### src/rtl/cic_comp_pkg.sv
// cic_comp_pkg: shared constants, FSM encoding and coefficient table for the CIC compensation FIR
package cic_comp_pkg;
  localparam int CIC_COMP_NTAPS = 15;
  localparam int CIC_COMP_BUF_DEPTH = 32;
  localparam int CIC_COMP_CW = 16;
  localparam int CIC_COMP_DRAIN = 3;
  typedef enum logic [2:0] {IDLE, MAC, DRAIN, ROUND, OUT} state_t;
  // Symmetric Q14 droop-compensation taps, sum = 16384 for unity DC gain
  function automatic logic signed [CIC_COMP_CW-1:0] cic_comp_h(input int k);
    int m;
    m = (k < 0 || k > 14) ? -1 : (k > 7 ? 14 - k : k);
    case (m)
      0: return -16'sd20;
      1: return -16'sd10;
      2: return 16'sd60;
      3: return 16'sd40;
      4: return -16'sd300;
      5: return 16'sd400;
      6: return 16'sd4000;
      7: return 16'sd8044;
      default: return 16'sd0;
    endcase
  endfunction
endpackage

### src/rtl/cic_comp_mac.sv
// cic_comp_mac: registered multiplier, clearable accumulator and round/saturate output stage
// Ports: i_CLK/i_RST clock and async reset; clr clears acc; en marks a valid x/h pair;
//        rnd latches the rounded, saturated accumulator into y.
module cic_comp_mac #(
  parameter int IW = 18,
  parameter int CW = 16,
  parameter int OW = 16,
  parameter int SHIFT = 14
) (
  input  logic                 i_CLK,
  input  logic                 i_RST,
  input  logic                 clr,
  input  logic                 en,
  input  logic                 rnd,
  input  logic signed [IW-1:0] x,
  input  logic signed [CW-1:0] h,
  output logic signed [OW-1:0] y
);
  localparam int PW = IW + CW;
  localparam int AW = PW + 4;
  localparam logic signed [AW-1:0] HALF = AW'(1) << (SHIFT - 1);
  localparam logic signed [AW-1:0] MAXV = AW'((1 << (OW - 1)) - 1);
  localparam logic signed [AW-1:0] MINV = -MAXV - AW'(1);
  logic signed [IW-1:0] x_q;
  logic signed [CW-1:0] h_q;
  logic signed [PW-1:0] prod;
  logic signed [AW-1:0] acc, sh;
  logic signed [OW-1:0] sat;
  logic v_q, p_v;
  // Round half toward +inf, then clamp to the output range
  assign sh = (acc + HALF) >>> SHIFT;
  assign sat = sh > MAXV ? OW'(MAXV) : sh < MINV ? OW'(MINV) : OW'(sh);
  always_ff @(posedge i_CLK or posedge i_RST)
    if (i_RST) begin
      x_q <= '0;
      h_q <= '0;
      v_q <= 1'b0;
      prod <= '0;
      p_v <= 1'b0;
      acc <= '0;
      y <= '0;
    end else begin
      x_q <= x;
      h_q <= h;
      v_q <= en;
      prod <= PW'(x_q) * PW'(h_q);
      p_v <= v_q;
      acc <= clr ? '0 : p_v ? acc + AW'(prod) : acc;
      if (rnd) y <= sat;
    end
endmodule

### src/rtl/cic_comp_fir.sv
// cic_comp_fir: decimate-by-2 CIC droop-compensation FIR with one time-multiplexed MAC
// Ports: i_CLK clock; i_RST async active-high reset; i_DATA/i_VALID input sample strobe;
//        o_DATA/o_VALID decimated output strobe; o_BUSY sequence running; o_OVERRUN sticky drop flag.
module cic_comp_fir
  import cic_comp_pkg::*;
#(
  parameter int IW = 18,
  parameter int CW = CIC_COMP_CW,
  parameter int OW = 16,
  parameter int NTAPS = CIC_COMP_NTAPS,
  parameter int SHIFT = 14
) (
  input  logic                 i_CLK,
  input  logic                 i_RST,
  input  logic signed [IW-1:0] i_DATA,
  input  logic                 i_VALID,
  output logic signed [OW-1:0] o_DATA,
  output logic                 o_VALID,
  output logic                 o_BUSY,
  output logic                 o_OVERRUN
);
  localparam int BW = $clog2(CIC_COMP_BUF_DEPTH);
  state_t state, state_nx;
  logic signed [IW-1:0] sbuf [CIC_COMP_BUF_DEPTH];
  logic [BW-1:0] wptr, base, cnt, rd_ptr;
  logic phase, trig, start;
  logic signed [CW-1:0] coef;
  assign trig = i_VALID && phase;
  // The OUT cycle is free: a trigger there chains straight into the next MAC run
  assign start = trig && (state == IDLE || state == OUT);
  assign o_BUSY = state != IDLE;
  assign o_VALID = state == OUT;
  assign rd_ptr = base - cnt;
  assign coef = CW'(cic_comp_h(int'(cnt)));
  always_ff @(posedge i_CLK or posedge i_RST)
    if (i_RST) begin
      for (int i = 0; i < CIC_COMP_BUF_DEPTH; i++) sbuf[i] <= '0;
      wptr <= '0;
      phase <= 1'b0;
    end else if (i_VALID) begin
      sbuf[wptr] <= i_DATA;
      wptr <= wptr + 1'b1;
      phase <= ~phase;
    end
  always_ff @(posedge i_CLK or posedge i_RST)
    if (i_RST) begin
      state <= IDLE;
      cnt <= '0;
      base <= '0;
      o_OVERRUN <= 1'b0;
    end else begin
      state <= state_nx;
      cnt <= state_nx == state ? cnt + 1'b1 : '0;
      if (start) base <= wptr;
      if (trig && !start) o_OVERRUN <= 1'b1;
    end
  // DRAIN covers the three pipeline stages (operand, product, accumulate)
  always_comb begin
    state_nx = state;
    case (state)
      IDLE:  state_nx = start ? MAC : IDLE;
      MAC:   state_nx = cnt == BW'(NTAPS - 1) ? DRAIN : MAC;
      DRAIN: state_nx = cnt == BW'(CIC_COMP_DRAIN - 1) ? ROUND : DRAIN;
      ROUND: state_nx = OUT;
      OUT:   state_nx = start ? MAC : IDLE;
      default: state_nx = IDLE;
    endcase
  end
  cic_comp_mac #(.IW(IW), .CW(CW), .OW(OW), .SHIFT(SHIFT)) u_mac (
    .i_CLK(i_CLK),
    .i_RST(i_RST),
    .clr(start),
    .en(state == MAC),
    .rnd(state == ROUND),
    .x(sbuf[rd_ptr]),
    .h(coef),
    .y(o_DATA)
  );
endmodule

### config.mk
export PLATFORM = sky130hd
export DESIGN_NAME = cic_comp_fir
export DESIGN_NICKNAME = d
export VERILOG_FILES = /design/src/rtl/cic_comp_pkg.sv /design/src/rtl/cic_comp_mac.sv /design/src/rtl/cic_comp_fir.sv
export SDC_FILE = /design/constraint.sdc
export NUM_CORES = 2
export LEC_CHECK = 0
export BUFFER_PORTS_ARGS = -buffer_cell sky130_fd_sc_hd__buf_2
export CORE_ASPECT_RATIO = 0.5
export CORE_UTILIZATION = 30
export CTS_CLUSTER_SIZE = 8
export DETAILED_ROUTE_END_ITERATION = 10
export GPL_TIMING_DRIVEN = 0
export PLACE_DENSITY = 0.48
export SYNTH_ARGS = -nofsm -noshare
export SYNTH_HDL_FRONTEND = slang
export SYNTH_SLANG_ARGS = --single-unit
export TNS_END_PERCENT = 1
### constraint.sdc
create_clock -name i_CLK -period 21.1 [get_ports i_CLK]
set_clock_uncertainty 0.05 [all_clocks]
set_input_delay 0 -clock i_CLK [delete_from_list [all_inputs] [get_ports i_CLK]]
set_output_delay 0 -clock i_CLK [all_outputs]
set_load 0.01 [all_outputs]
==> flow_summary.ini <==
[run_status]
status = finished, final reports clean

[worst_setup_path]
slowest_delay_ns = 0.64
critPathMaxFanout = 10
rr_worst_depth = 24
crit_start = u_mac.h_q[11]
crit_slowest_cell = dfrtp_1
ff2ff_setup_slack_ns = 13.50
endpoint_kind = flip-flop
critPathBufInv = 6
rr_startpoint = u_mac.h_q[11]
crit_family = adder cells
arrival_ns = 8.10
rr_endpoint = u_mac.prod[33]
worstPathCellList = clkbuf_1 > nand2_1 > inv_1 > fa_1 > ha_1 > inv_1 > fa_1 > inv_1 > fa_1 > fa_1 > inv_1 > fa_1 > inv_1 > ha_1 > a2111oi_0 > o21ai_0 > a31oi_1 > o21ai_0 > o22ai_1 > nand2_1 > nand3_1 > o21ai_0 > o31a_1 > xnor2_1
critPathKind = reg -> reg
critPathLaunchType = flip-flop
worstPathRequired_ns = 21.60

[drt]
routed.top_layer = met5
drtPass1Iterations = 5
drc = 0
met2WireLength_mm = 51.47
drt_iter0_drc = 1510
vias = 26090
met1Wirelength_mm = 54.06
wl_met3_mm = 4.686
vias_per_cell = 4.889
wl_per_cell_um = 21.12
routed_wl_mm = 112.7
ant_nets = 0

[synthesis]
ys_types = 72
synth_edf_count = 0
syn_avg_cell_area_um2 = 13.06
ys_warn_count = 0
async_reset_ff_frac = 1.000
seq_area_frac_synth = 0.4168
syn_inst = 3272
syn_nets = 3686
synthesis.area_um2 = 42740
synth-seq-cells = 712
synth-main-ff-cell = dfrtp_1

[floorplanning]
die_h_um = 268.9
row_count = 97
io_pins = 40
start_util = 0.3039
core_um2 = 140700
dieArea_um2 = 144100
dieWidth_um = 535.8

[sta]
setup_violations = 0
tns_ns = 0
period_needed_ns = 7.601
timing.final.crit_share = 0.3602
hold_viol = 0
slew_headroom = 0.1025
worst_pin_slew_ns = 1.346
rsz0062_at_grt = no
max_freq_ghz = 0.1316
finalMaxSlewViolations = 0

[clock_tree]
insertion_delay_ns = 0.70
ctsResizeCount = 0
numCtsBuffers = 100
cts.htree.levels = 3
cts_buffer_depth = 3
cts_tree = done
clock_sinks = 712
cts_root_buf = clkbuf_16
path_clk_slew_ns = 0.06

[run]
cap_violations = 0

[min_path]
min_delay_path_depth = 3
hp-class = in -> reg
hold_end = sbuf[109]
min_from = i_DATA[1]

[placed_design]
port_buffers = 39
place_congestion = 0.8428
placed_area_um2 = 45580
dpl.hpwl_mm = 85.58

[global_routing]
antenna_found_initial = 11
grt_pass1_vias = 27838
grt_max_degree = 111
grt_usage = 0.1607
grt_first_pass_wirelength_mm = 175.2
grt_remaining_overflow = 0

[layout]
final_nets = 3860
final_layout_size_suffix_gt1_frac = 0.2845
final_area_um2 = 48550
area_growth_pct = 13.57
[layout by cell type, fill, tap and decap left out, drive strengths merged, types with 4 or more instances in the layout]
cell type      n
clkinv         4
dfrtp        712
o21bai         5
o22ai         11
o21ai         50
nand2        132
or2            6
nor2b         17
mux2         598
a31o           4
a211oi         4
a31oi         10
mux2i         22
a22o           4
and3           8
mux4         180
a2111oi        4
a21o          37
a21oi         75
and2         143
fa           251
nand2b        26
inv          295
nor3          15
nor2         106
a221oi         4
o21a          18
xnor2         67
dlygate4sd3   21
nand4         20
o211ai        12
xor2          35
clkbuf       278
nand3         30
buf           70
ha           142
[registers in the layout, indices dropped and copies added, names as in the netlist]
name        cells
u_mac.h_q      10
state           3
u_mac.v_q       1
u_mac.p_v       1
u_mac.y        16
wptr            5
base            5
o_OVERRUN       1
sbuf          576
u_mac.acc      37
u_mac.x_q      18
phase           1
u_mac.prod     33
cnt             5
[worst reg2reg max path: stages (launching register included)]
cell and delay, ns:
dfrtp_1 0.64, clkbuf_1 0.57, nand2_1 0.21, inv_1 0.20, fa_1 0.44, ha_1 0.29
inv_1 0.05, fa_1 0.52, inv_1 0.08, fa_1 0.51, fa_1 0.54, inv_1 0.05
fa_1 0.53, inv_1 0.04, ha_1 0.36, a2111oi_0 0.48, o21ai_0 0.16, a31oi_1 0.28
o21ai_0 0.27, o22ai_1 0.38, nand2_1 0.13, nand3_1 0.12, o21ai_0 0.15, o31a_1 0.28
xnor2_1 0.12
[how the worst max path moves through the flow]
stage               slack, ns              to  cells after the start
finish                  13.50  u_mac.prod[33]                     24
global route            13.10  u_mac.prod[32]                     22
CTS                     13.45  u_mac.prod[32]                     22
detailed placement      13.50  u_mac.prod[33]                     24
global placement        -6.67        sbuf[19]                      2
floorplan                1.08         base[0]                      1
[Yosys cell counts, types with 3 or more instances]
library cell,n,share of area
a2111oi_0,4,0.00082
a211oi_1,4,0.00070
a21o_1,37,0.0065
a21oi_1,75,0.0088
a221oi_1,4,0.00082
a22o_1,4,0.00082
a31o_2,4,0.00082
a31oi_1,10,0.0015
and2_1,141,0.021
and3_1,7,0.0010
buf_1,9,0.00079
buf_2,7,0.00082
clkbuf_1,172,0.015
dfrtp_1,712,0.42
fa_1,251,0.12
ha_1,142,0.042
inv_1,294,0.026
mux2_2,597,0.16
mux2i_1,22,0.0052
mux4_2,180,0.095
nand2_1,132,0.012
nand2b_1,26,0.0038
nand3_1,28,0.0033
nand3b_1,3,0.00053
nand4_1,20,0.0029
nor2_1,106,0.0093
nor2b_1,17,0.0025
nor3_1,15,0.0018
o211ai_1,10,0.0018
o21a_1,18,0.0032
o21ai_0,48,0.0056
o21bai_1,5,0.00088
o22ai_1,11,0.0016
o31a_1,3,0.00061
o31ai_1,3,0.00053
or2_2,5,0.00073
xnor2_1,67,0.014
xor2_1,35,0.0072
[cell type report]
type,instances,area (um2)
clock buffers,103,2545
repair buffers,72,645.6
fillers,13746,92120
inverters,294,1111
well taps,1881,2354
multi-input cells,2071,23070
plain buffers,195,792.0
flip-flops and latches,712,17820
diodes,1,2.502
clock inverters,8,207.7
[layer usage]
layer | vias up | track usage
met5 | - | 0
met4 | 4 | 0.04132
met3 | 152 | 0.02654
met2 | 450 | 0.2539
met1 | 13860 | 0.2288
li1 | 11624 | -
[what timing repair did]
action	in CTS	in global routing
hold buffers	21	0
endpoints found under the hold margin	385	0
buffers inserted	0	0
[stage by stage]
step	setup slack [ns]	cells	utilization	hold WS [ns]
2_1_floorplan	1.080	3272	-	0.1017
3_3_place_gp	-6.672	5192	0.3220	0.2485
3_5_place_dp	13.50	5204	0.3240	0.1571
4_1_cts	13.45	5336	0.3451	0.05536
5_1_grt	13.10	5337	0.3451	0.09941
6_report	13.50	5337	0.3451	0.09434
[kinds of logic (layout without fill, tap and decap cells)]
| group | after synthesis | in the layout | share of synthesized area |
|---|---|---|---|
| buf+inv | 489 | 672 | 0.04429 |
| xor+xnor | 102 | 102 | 0.02090 |
| simple gates | 518 | 518 | 0.06188 |
| fa+ha+maj | 393 | 393 | 0.1591 |
| compound gates | 258 | 258 | 0.03934 |
| other cells | 0 | 1 | 0 |
| mux | 800 | 800 | 0.2576 |
| flops | 712 | 712 | 0.4168 |
Power is not shown: default switching activity piles up to over one toggle a cycle in this logic, so the estimate is an artifact.
